**src/rtl/mem_decoder_if.sv**
```systemverilog
// mem_decoder_if: character input, rotor control and output handshake of mem_decoder
interface mem_decoder_if;
  logic [7:0] in;
  logic [1:0] setting;
  logic       in_valid;
  logic       in_ready;
  logic       load;
  logic [4:0] start_pos;
  logic [7:0] out;
  logic       out_valid;
  logic       out_ready;
  logic [4:0] rotor;
  modport master (output in, setting, in_valid, load, start_pos, out_ready,
                  input in_ready, out, out_valid, rotor);
  modport slave (input in, setting, in_valid, load, start_pos, out_ready,
                 output in_ready, out, out_valid, rotor);
endinterface

```
**src/rtl/mem_decoder.sv**
```systemverilog
// mem_decoder: MEM rotor-cipher decoder feeding an output FIFO.
// Define MEM_DECODER_LOWERCASE_EN to also decode 'a'..'z'.
module mem_decoder #(
  parameter int FIFO_DEPTH = 4,
  parameter int OFF0 = 3,
  parameter int OFF1 = 7,
  parameter int OFF2 = 11,
  parameter int OFF3 = 19
) (
  input logic clk,
  input logic reset,
  mem_decoder_if.slave bus
);
  localparam int AW = $clog2(FIFO_DEPTH);
  localparam logic [AW:0] DEPTH_C = FIFO_DEPTH[AW:0];
  localparam logic [AW:0] ONE_C = 1;
  typedef enum logic [1:0] {EMPTY, PARTIAL, FULL} state_t;
  state_t state, state_n;
  logic [AW:0] cnt, cnt_n;
  logic [AW-1:0] wr_ptr, rd_ptr;
  logic [7:0] mem [FIFO_DEPTH];
  logic [4:0] rotor_q, off, start, idx, p;
  logic [6:0] t;
  logic [7:0] dec;
  logic ready_q, push, pop, is_uc, is_lc, letter;
  assign bus.in_ready = ready_q && state != FULL;
  assign bus.out_valid = state != EMPTY;
  assign bus.out = bus.out_valid ? mem[rd_ptr] : 8'h00;
  assign bus.rotor = rotor_q;
  assign push = bus.in_valid && bus.in_ready;
  assign pop = bus.out_valid && bus.out_ready;
  assign is_uc = bus.in >= 8'h41 && bus.in <= 8'h5A;
`ifdef MEM_DECODER_LOWERCASE_EN
  assign is_lc = bus.in >= 8'h61 && bus.in <= 8'h7A;
`else
  assign is_lc = 1'b0;
`endif
  assign letter = is_uc || is_lc;
  // 'A' and 'a' share low five bits 5'd1, so the letter index and case come straight from the byte
  always_comb begin
    off = bus.setting == 2'd0 ? 5'(OFF0) : bus.setting == 2'd1 ? 5'(OFF1) :
          bus.setting == 2'd2 ? 5'(OFF2) : 5'(OFF3);
    idx = bus.in[4:0] - 5'd1;
    t = 7'd52 + {2'b0, idx} - {2'b0, off} - {2'b0, rotor_q};
    p = t >= 7'd52 ? 5'(t - 7'd52) : t >= 7'd26 ? 5'(t - 7'd26) : 5'(t);
    dec = letter ? {bus.in[7:5], p + 5'd1} : bus.in;
    start = bus.start_pos > 5'd25 ? bus.start_pos - 5'd26 : bus.start_pos;
  end
  always_comb begin
    cnt_n = push && !pop ? cnt + ONE_C : pop && !push ? cnt - ONE_C : cnt;
    state_n = cnt_n == '0 ? EMPTY : cnt_n == DEPTH_C ? FULL : PARTIAL;
  end
  always_ff @(posedge clk or posedge reset) begin
    if (reset) begin
      state <= EMPTY;
      cnt <= '0;
      wr_ptr <= '0;
      rd_ptr <= '0;
      rotor_q <= '0;
      ready_q <= 1'b0;
    end else begin
      state <= state_n;
      cnt <= cnt_n;
      ready_q <= 1'b1;
      if (push) wr_ptr <= wr_ptr + AW'(1);
      if (pop) rd_ptr <= rd_ptr + AW'(1);
      if (bus.load) rotor_q <= start;
      else if (push && letter) rotor_q <= rotor_q == 5'd25 ? 5'd0 : rotor_q + 5'd1;
    end
  end
  always_ff @(posedge clk) begin
    if (push) mem[wr_ptr] <= dec;
  end
endmodule

```
**src/flat_wrapper.sv**
```systemverilog
// flat-port wrapper written by rule: the top's interface ports become plain ports
module mem_decoder_flat 
#(
  parameter int FIFO_DEPTH = 4,
  parameter int OFF0 = 3,
  parameter int OFF1 = 7,
  parameter int OFF2 = 11,
  parameter int OFF3 = 19
)
  (clk, reset, bus_in, bus_setting, bus_in_valid, bus_load, bus_start_pos, bus_out_ready, bus_in_ready, bus_out, bus_out_valid, bus_rotor);
  mem_decoder_if bus_i ();
  input logic clk;
  input logic reset;
  input wire logic [$bits(bus_i.in)-1:0] bus_in;
  input wire logic [$bits(bus_i.setting)-1:0] bus_setting;
  input wire logic [$bits(bus_i.in_valid)-1:0] bus_in_valid;
  input wire logic [$bits(bus_i.load)-1:0] bus_load;
  input wire logic [$bits(bus_i.start_pos)-1:0] bus_start_pos;
  input wire logic [$bits(bus_i.out_ready)-1:0] bus_out_ready;
  output wire logic [$bits(bus_i.in_ready)-1:0] bus_in_ready;
  output wire logic [$bits(bus_i.out)-1:0] bus_out;
  output wire logic [$bits(bus_i.out_valid)-1:0] bus_out_valid;
  output wire logic [$bits(bus_i.rotor)-1:0] bus_rotor;
  assign bus_i.in = bus_in;
  assign bus_i.setting = bus_setting;
  assign bus_i.in_valid = bus_in_valid;
  assign bus_i.load = bus_load;
  assign bus_i.start_pos = bus_start_pos;
  assign bus_i.out_ready = bus_out_ready;
  assign bus_in_ready = bus_i.in_ready;
  assign bus_out = bus_i.out;
  assign bus_out_valid = bus_i.out_valid;
  assign bus_rotor = bus_i.rotor;
  mem_decoder #(.FIFO_DEPTH(FIFO_DEPTH), .OFF0(OFF0), .OFF1(OFF1), .OFF2(OFF2), .OFF3(OFF3)) u_core (.clk(clk), .reset(reset), .bus(bus_i));
endmodule
```
**config.mk**
```make
export PLATFORM = sky130hd
export DESIGN_NAME = mem_decoder_flat
export DESIGN_NICKNAME = d
export VERILOG_FILES = /design/src/rtl/mem_decoder_if.sv /design/src/rtl/mem_decoder.sv /design/src/flat_wrapper.sv
export SDC_FILE = /design/constraint.sdc
export NUM_CORES = 1
export LEC_CHECK = 0
export ABC_AREA = 1
export BUFFER_PORTS_ARGS = -buffer_cell sky130_fd_sc_hd__buf_2
export CAP_MARGIN = 15
export CORE_ASPECT_RATIO = 1.1
export CORE_UTILIZATION = 47
export DETAILED_ROUTE_END_ITERATION = 6
export GPL_ROUTABILITY_DRIVEN = 0
export PLACE_DENSITY = 0.69
export SYNTH_ARGS = -nofsm -noshare
export SYNTH_HDL_FRONTEND = slang
export SYNTH_SLANG_ARGS = --single-unit
export TNS_END_PERCENT = 5
```
**constraint.sdc**
```tcl
create_clock -name clk -period 6 [get_ports clk]
set_input_delay 0.9 -clock clk [delete_from_list [all_inputs] [get_ports clk]]
set_output_delay 0.9 -clock clk [all_outputs]
set_load 0.05 [all_outputs]
```
Word level (Yosys, flattened, before mapping)
Memory sizes are Yosys's and may differ from the RTL's. Cells that the tools add are included.

Bits in registers: 15. RAM bits: 32. Logic and storage cells: 60. Memories: 1.

$add $sub $neg: 13. $lt $le $gt $ge: 5. Equal/unequal tests: 5. Muxes and demuxes: 17. Reduce and logical (&&, ||, !) cells: 13.

Memories: u_core.mem (depth 4, bits a word 8, read ports 1, clocked after Yosys merged registers in 0, write ports 1, line mem_decoder.sv:21) `logic [7:0] mem [FIFO_DEPTH];`.

Operators with widths (number): $mux W5 (10); $sub A5 B5 Y5 const B (3); $sub A7 B5 Y7 (2); $add A5 B1 Y5 const B (2); $ge A8 B7 Y1 const B (1); $le A8 B7 Y1 const B (1); $mux W8 (1); $add A6 B5 Y7 const A (1); $ge A7 B5 Y1 const B (1); $ge A7 B6 Y1 const B (1); $logic_and A1 B1 Y1 (7); $mux W3 (2); $eq A5 B5 Y1 const B (1); $gt A5 B5 Y1 const B (1); $sub A5 B1 Y5 const B (1); $add A2 B1 Y2 const B (2); $mux W2 (2); $reduce_bool A2 Y1 (2); $add A3 B1 Y3 const B (1); $eq A3 B3 Y1 const B (1); $logic_not A3 Y1 (1); $sub A3 B1 Y3 const B (1); $eq A2 B1 Y1 const B (1); $eq A2 B2 Y1 const B (1); other kinds (4) (6).

Longest topological paths before layout
Gate-level depths: netlist of the first run.

Word-level depth: 11. Mapped depth: 22.

Worst setup path before layout of the first run
No wires, ideal clock.

Kind: input-to-reg. Start: input port bus_in[2]. End: memory u_core.mem[0][2], data pin. Library setup time: 275 ps. Data arrival time: 3976 ps. Setup slack: 1750 ps. Cell stages on the path: 21. Path through: nor2_1 -> nand2_1 -> xor2_1 -> inv_1 -> fa_1 -> ha_1 -> inv_1 -> fa_1 -> inv_1 -> ha_1 -> nand3_1 -> o21ai_0 -> nand2_2 -> nand3_4 -> nand3_1 -> nand2_1 -> inv_1 -> ha_1 -> nand3_1 -> nand2_1 -> o22ai_1.

Cells in the longest elaborated chain, start to end: 9.

Ends and longest elaborated chain: start, declared (line flat_wrapper.sv:14) `input wire logic [$bits(bus_i.in)-1:0] bus_in;`; $sub A5 B1 Y5 (line mem_decoder.sv:43) `idx = bus.in[4:0] - 5'd1;`; $add A6 B5 Y7 (line mem_decoder.sv:44) `t = 7'd52 + {2'b0, idx} - {2'b0, off} - {2'b0, rotor_q};`; $sub A7 B5 Y7 (2 in series) (line mem_decoder.sv:44); $ge A7 B5 Y1 / $sub A5 B5 Y5 (equally long branches) (line mem_decoder.sv:45) `p = t >= 7'd52 ? 5'(t - 7'd52) : t >= 7'd26 ? 5'(t - 7'd26) : 5'(t);`; $mux W5 (2 in series) (line mem_decoder.sv:45); $add A5 B1 Y5 (line mem_decoder.sv:46) `dec = letter ? {bus.in[7:5], p + 5'd1} : bus.in;`; $mux W5 (*) (line mem_decoder.sv:46); via u_core.dec[2] (line mem_decoder.sv:24) `logic [7:0] dec;`; end, declared (line mem_decoder.sv:21).

The timed path passes the listed nets; every way through them passes the cells marked *.

Final worst setup path of the first run
Start: input port bus_in[0]. End: memory u_core.mem[1][4], data pin.

Same word-level chain as after synthesis.

==> results of run 1 <==
synth_stat cells (all sizes together):
cell	number
nor4	1
o311ai	2
o21ai	28
a41o	1
xnor2	2
nor2	55
xor2	10
clkbuf	4
ha	27
nor3b	1
nand4	5
nand2	59
dfrtp	15
o21a	1
o22ai	2
a22oi	1
a21boi	1
conb	1
edfxtp	32
fa	5
o21bai	1
a21oi	18
nand3	20
a31oi	1
or2	2
inv	58
o211ai	2
layout make-up:
cell class | instances | share of cell area [%]
clock buffers | 6 | 2.09
well taps | 80 | 2.88
repair buffers | 34 | 4.89
multi-input cells | 246 | 43.7
inverters | 58 | 6.26
clock inverters | 2 | 1.73
flip-flops and latches | 47 | 38.4
routing by layer:
| layer | wire length [µm] | share of wire, % | global-route usage (%) |
|---|---|---|---|
| met3 | 108 | 1.9 | 3.25 |
| met4 | 107 | 1.8 | 6.28 |
| met5 | 0 | 0 | 0 |
| met1 | 2610 | 45 | 22.5 |
| met2 | 2970 | 51 | 35.2 |
flip-flops by register name (all words and copies together) (netlist names):
name              count
u_core.bus.rotor      5
u_core.cnt            3
u_core.mem           32
u_core.rd_ptr         2
u_core.ready_q        1
u_core.state          2
u_core.wr_ptr         2
cell families after synthesis:
family / synth area share [%]
and+or+nand+nor: 20.2
buffers and inverters: 7.53
AOI/OAI and AO/OA: 11.1
DFF: 43.2
adders and majority gates: 14.2
xor gates and xnor gates: 3.64
other: 0.121
cells in the final DEF (no fill, tap or decap), types with 2 or more instances in the layout:
master,Yosys,final
inv_1,54,54
nand2_1,54,54
nor2_1,52,52
buf_2,0,34
edfxtp_1,32,32
ha_1,27,27
o21ai_0,23,23
nand3_1,18,18
a21oi_1,15,15
dfrtp_1,15,15
xor2_1,9,9
nand4_1,5,5
o21ai_1,5,5
nand2_2,5,5
fa_1,5,5
clkbuf_8,0,5
inv_2,4,4
nor2_2,3,3
a21oi_2,2,2
o211ai_1,2,2
xnor2_1,2,2
o22ai_1,2,2
o311ai_0,2,2
or2_1,2,2
bufinv_16,0,2
how the worst max path moves through the flow:
| stage | start | endpoint | slack [ns] | depth (start not counted) |
|---|---|---|---|---|
| 6_report | bus_in[0] | u_core.mem[1][4]$_DFFE_PP_ | 1.61 | 22 |
| 5_1_grt | bus_in[2] | u_core.mem[1][4]$_DFFE_PP_ | 1.30 | 23 |
| 4_1_cts | bus_in[2] | u_core.mem[0][4]$_DFFE_PP_ | 1.64 | 23 |
| 3_5_place_dp | bus_in[2] | u_core.mem[3][4]$_DFFE_PP_ | 1.34 | 23 |
| 3_3_place_gp | bus_in[2] | u_core.mem[1][2]$_DFFE_PP_ | 1.47 | 22 |
| 2_1_floorplan | bus_in[2] | u_core.mem[0][2]$_DFFE_PP_ | 1.75 | 21 |
critical path: stages:
cell	delay, ns
buf_2	0.11
inv_1	0.09
ha_1	0.26
xor2_1	0.17
fa_1	0.49
ha_1	0.21
inv_1	0.07
fa_1	0.60
inv_1	0.10
ha_1	0.22
nand3_1	0.09
o21ai_0	0.12
nand2_2	0.15
nand3_4	0.10
nand3_1	0.09
nand2_1	0.07
inv_1	0.06
ha_1	0.19
nand3_1	0.13
o21bai_2	0.12
nand3_1	0.07
nand2_1	0.13
report_power, final:
group	leakage, nW	internal [mW]	total, mW	switching, mW
Clock	0.0654	0.166	0.265	0.0987
Sequential	0.467	0.411	0.470	0.0591
Combinational	1.11	0.353	1.07	0.719
Total	1.64	0.930	1.81	0.877
==> results.yml, run 1 <==
floorplan:
  placementRows: 30
  dieArea_um2: 6900
  die_h_um: 87.0
  start_util_pct: 49.3
  core_um2: 6270
  die_w_um: 79.3
  pin_count: 35
sta:
  hold_ws_ns: 0.526
  tightest_slew_ns: 0.801
  rsz0062_at_grt: "no"
  setup_viol: 0
  slew_headroom_pct: 46.4
  layout_setup_ws_ns: 1.61
  finalSetupTns_ns: 0
  period_needed_ns: 4.39
  report.final.hold_viol_count: 0
  clock.fmax_ghz: 0.228
  final_max_slew_viol_count: 0
  clock_skew_ns: 0.00953
  min_period_over_period_pct: 73.1
finish:
  syn_to_final_growth_pct: 12.6
  layout-drive-gt1-share_pct: 15.3
  antennaDiodeCount: 0
  nNetsFinal: 444
  fillers: 575
  stdcell_area_um2: 3480
  instances_no_fill: 473
  fin_util_pct: 55.5
  register_area_um2: 1340
  multi_input_comb_area_um2: 1520
detailed_routing:
  wl_mm: 5.79
  wl_per_cell_um: 12.2
  drt_iter0_drc: 93
  firstDrtPassIters: 4
  vias: 2351
  vias_per_cell: 4.97
  final_antenna_net_count: 0
  drc: 0
cts:
  cts_buffer_depth: 2
  clockRootBuffer: "clkbuf_8"
  cts_tree: "built"
  cts_made_buffers: 5
  post_cts_resized: 0
  h-tree-depth: 2
  ctsHoldBuffers: 0
  clk_latency_ns: 0.29
  post_cts_buffers: 0
  cts.clk_slew.worst_paths_ns: 0.08
  cts_sinks: 47
place:
  port_buffers: 34
  pre_cts_ws_ns: 1.34
  place_inst: 465
  hpwl_mm: 4.46
  placed_cell_area_um2: 3350
synthesis:
  yosys.area.top_type: "edfxtp_1"
  synth_seq_area_share_pct: 43.2
  syn_area_um2: 3090
  synth-warning-count: 0
  synth_top_cell_area_share_pct: 31.1
  syn_inst: 355
  synth_cell_types: 36
  synth.top_cells.by_area: "edfxtp_1, dfrtp_1, ha_1, inv_1, nand2_1"
  avgSynthCellArea_um2: 8.71
  ys_ff_latch: 47
  syn-num-nets: 407
global_route:
  grt_usage_pct: 19.1
  grt_pass1_wl_mm: 10.1
  grt_max_degree: 19
  grt_overflow: 0
  first_global_vias: 2302
  antenna_found_initial: 0
critical_path:
  required_ns: 6.13
  reg2reg_slack_ns: 2.01
  r2r-end: "u_core.mem[1][4]$_DFFE_PP_"
  crit_path_end_kind: "register"
  start_kind: "primary input"
  cp_max_fo: 6
  crit_arrival_ns: 4.52
  rr_worst_depth: 20
  r2r_start: "u_core.bus.rotor[2]$_DFFE_PP0P_"
  setup.worst_path.class: "primary input to register"
pwr:
  ir_drop_mv: 0.299
  p_total_mw: 1.81
  leakagePower_nw: 1.64
  power.density_nw_per_um2: 519
worst_hold_path:
  worst_hold_path.num_cells: 1
  hp-start: "u_core.cnt[0]$_DFF_PP0_"
  hp-class: "register to register"
  hold_path_end: "u_core.cnt[0]$_DFF_PP0_"
job:
  drv_cap: 0
run_status:
  status: "finished clean"
No activity file was read; power rests on OpenSTA's default activity.
==> run 2, diff against run 1 <==
--- a/config.mk
+++ b/config.mk
@@ -12,7 +12,7 @@
 export CORE_UTILIZATION = 47
 export DETAILED_ROUTE_END_ITERATION = 6
 export GPL_ROUTABILITY_DRIVEN = 0
-export PLACE_DENSITY = 0.69
+export PLACE_DENSITY = 0.72
 export SYNTH_ARGS = -nofsm -noshare
 export SYNTH_HDL_FRONTEND = slang
 export SYNTH_SLANG_ARGS = --single-unit
==> constraint.sdc (replaced) <==
create_clock -name clk -period 4 [get_ports clk]
set_input_delay 0.6 -clock clk [delete_from_list [all_inputs] [get_ports clk]]
set_output_delay 0.6 -clock clk [all_outputs]
set_load 0.05 [all_outputs]
==> run 2 against run 1 <==
Against the previous run: sequential cell count unchanged; combinational power grew 64%; non-clock buffer count rose by 14; setup slack lost 1.4 ns; sequential power rose by 49%; sequential share of layout area decreased by 1.0 points; final area up 2.8%; count of clock-buffer cells in the layout shrank 1; via count grew 3.4%; final cell count increased by 3.0%.
==> results.yml, run 2 (synthesized netlist as in run 1, its figures left out) <==
finish:
  register_area_um2: 1340
  top_register: "u_core.mem"
  syn_to_final_growth_pct: 15.7
  stdcell_area_um2: 3580
  nNetsFinal: 458
  mostFrequentLayoutCell: "inv_1"
  antennaDiodeCount: 0
  fillers: 534
  layout-drive-gt1-share_pct: 19.7
  multi_input_comb_area_um2: 1560
  fin_util_pct: 57.0
  final_cell_mix: "inv_1, nand2_1, nor2_1"
  instances_no_fill: 487
  largest_reg_flops: 32
pwr:
  ir_drop_mv: 0.477
  leakagePower_nw: 1.69
  power.density_nw_per_um2: 762
  p_total_mw: 2.73
worst_hold_path:
  hp-class: "primary input to async pin"
place:
  placed_cell_area_um2: 3450
  pre_cts_ws_ns: -0.125
  port_buffers: 34
  hpwl_mm: 4.56
  place_inst: 479
sta:
  min_period_over_period_pct: 94.3
  rsz0062_at_grt: "no"
  clock_skew_ns: 0.00615
  hold_ws_ns: 0.342
  period_needed_ns: 3.77
  setup_viol: 0
  final_max_slew_viol_count: 0
  report.final.hold_viol_count: 0
  finalSetupTns_ns: 0
  tightest_slew_ns: 0.776
  clock.fmax_ghz: 0.265
  layout_setup_ws_ns: 0.229
  slew_headroom_pct: 48.1
global_route:
  antenna_found_initial: 0
  grt_usage_pct: 18.9
  use_met2_pct: 35.6
  grt_pass1_wl_mm: 9.95
  grt_max_degree: 19
  globalRouteMet3Util_pct: 2.72
  grt_overflow: 0
  first_global_vias: 2334
  grt.busiest_layer: "met2"
  grtUsageMet1_pct: 21.0
critical_path:
  crit_path_start: "bus_in[2]"
  crit_arrival_ns: 3.76
  required_ns: 3.99
  cp_common_cell: "inv_1"
  cp_num_buf_inv: 5
  slowest_delay_ns: 0.55
  cp_max_fo: 4
  start_kind: "primary input"
  cp_slowest_cell: "fa_1"
  crit_path_end_kind: "register"
  worstPathCellList: "buf_2, nor2_1, nand2_1, xor2_1, inv_1, fa_1, ha_4, inv_1, fa_1, inv_1, ha_1, nand3_1, o21ai_2, nand2_2, nand3_4, nand3_1, nand2_1, inv_1, ha_1, nand2_1, o21ai_0"
  crit_family: "adder cells"
  setup.worst_path.class: "primary input to register"
  r2r_start: "u_core.bus.rotor[2]$_DFFE_PP0P_"
floorplan:
  die_h_um: 87.0
  die_w_um: 79.3
  start_util_pct: 49.3
  placementRows: 30
  pin_count: 35
  core_um2: 6270
  dieArea_um2: 6900
cts:
  h-tree-depth: 2
  cts_made_buffers: 5
  cts_sinks: 47
  cts_buffer_depth: 2
  cts.clk_slew.worst_paths_ns: 0.08
  clk_latency_ns: 0.29
  clockRootBuffer: "clkbuf_8"
  cts_tree: "built"
detailed_routing:
  firstDrtPassIters: 4
  vias: 2431
  vias_per_cell: 4.99
  drc: 0
  wl_per_cell_um: 12.0
  final_antenna_net_count: 0
  drt_iter0_drc: 64
  wl_mm: 5.85
run_status:
  status: "finished clean"
job:
  drv_cap: 0
==> run 2: changes by cell type in the layout (fill, tap and decap cells not counted), sizes merged <==
cell,delta
buf,+14
clkinv,+1
clkbuf,-1
clkinvlp,+2
bufinv,-2
==> run 2: worst paths after layout <==
check	end	slack [ns]	depth (start not counted)
setup / recovery	u_core.mem[3][1]$_DFFE_PP_	0.23	21
min in group clk	u_core.cnt[2]$_DFF_PP0_	0.52	1
max in group asynchronous	u_core.rd_ptr[0]$_DFFE_PP0P_	3.29	2
hold reg to reg	u_core.cnt[2]$_DFF_PP0_	0.52	1
setup reg to reg	u_core.mem[3][1]$_DFFE_PP_	0.34	18
hold / removal	u_core.cnt[2]$_DFF_PP0_	0.34	2
==> run 2: layout make-up <==
type	count	area share (%)
inverter	58	6.09
clock buffer	5	1.92
timing repair buffer	48	7.70
sequential	47	37.4
multi-input combinational	246	43.6
tap	80	2.80
clock inverter	3	0.560
==> run 2: power by group <==
part           leakage (nW)  internal, mW  switching, mW
logic                  1.18         0.622           1.13
clock network        0.0402         0.121          0.151
registers             0.467         0.616         0.0862
total                  1.69          1.36           1.37
==> run 2: routing by layer <==
layer	vias up	part of all wire (%)
met3	8	2.9
met2	50	52
met5	-	0
met4	0	1.8
li1	1257	-
met1	1116	43
==> run 2: what timing repair did <==
action	in CTS	in global routing
gates resized for setup	0	7
hold buffers	0	0
buffers inserted	0	0
setup endpoints to repair	0	16
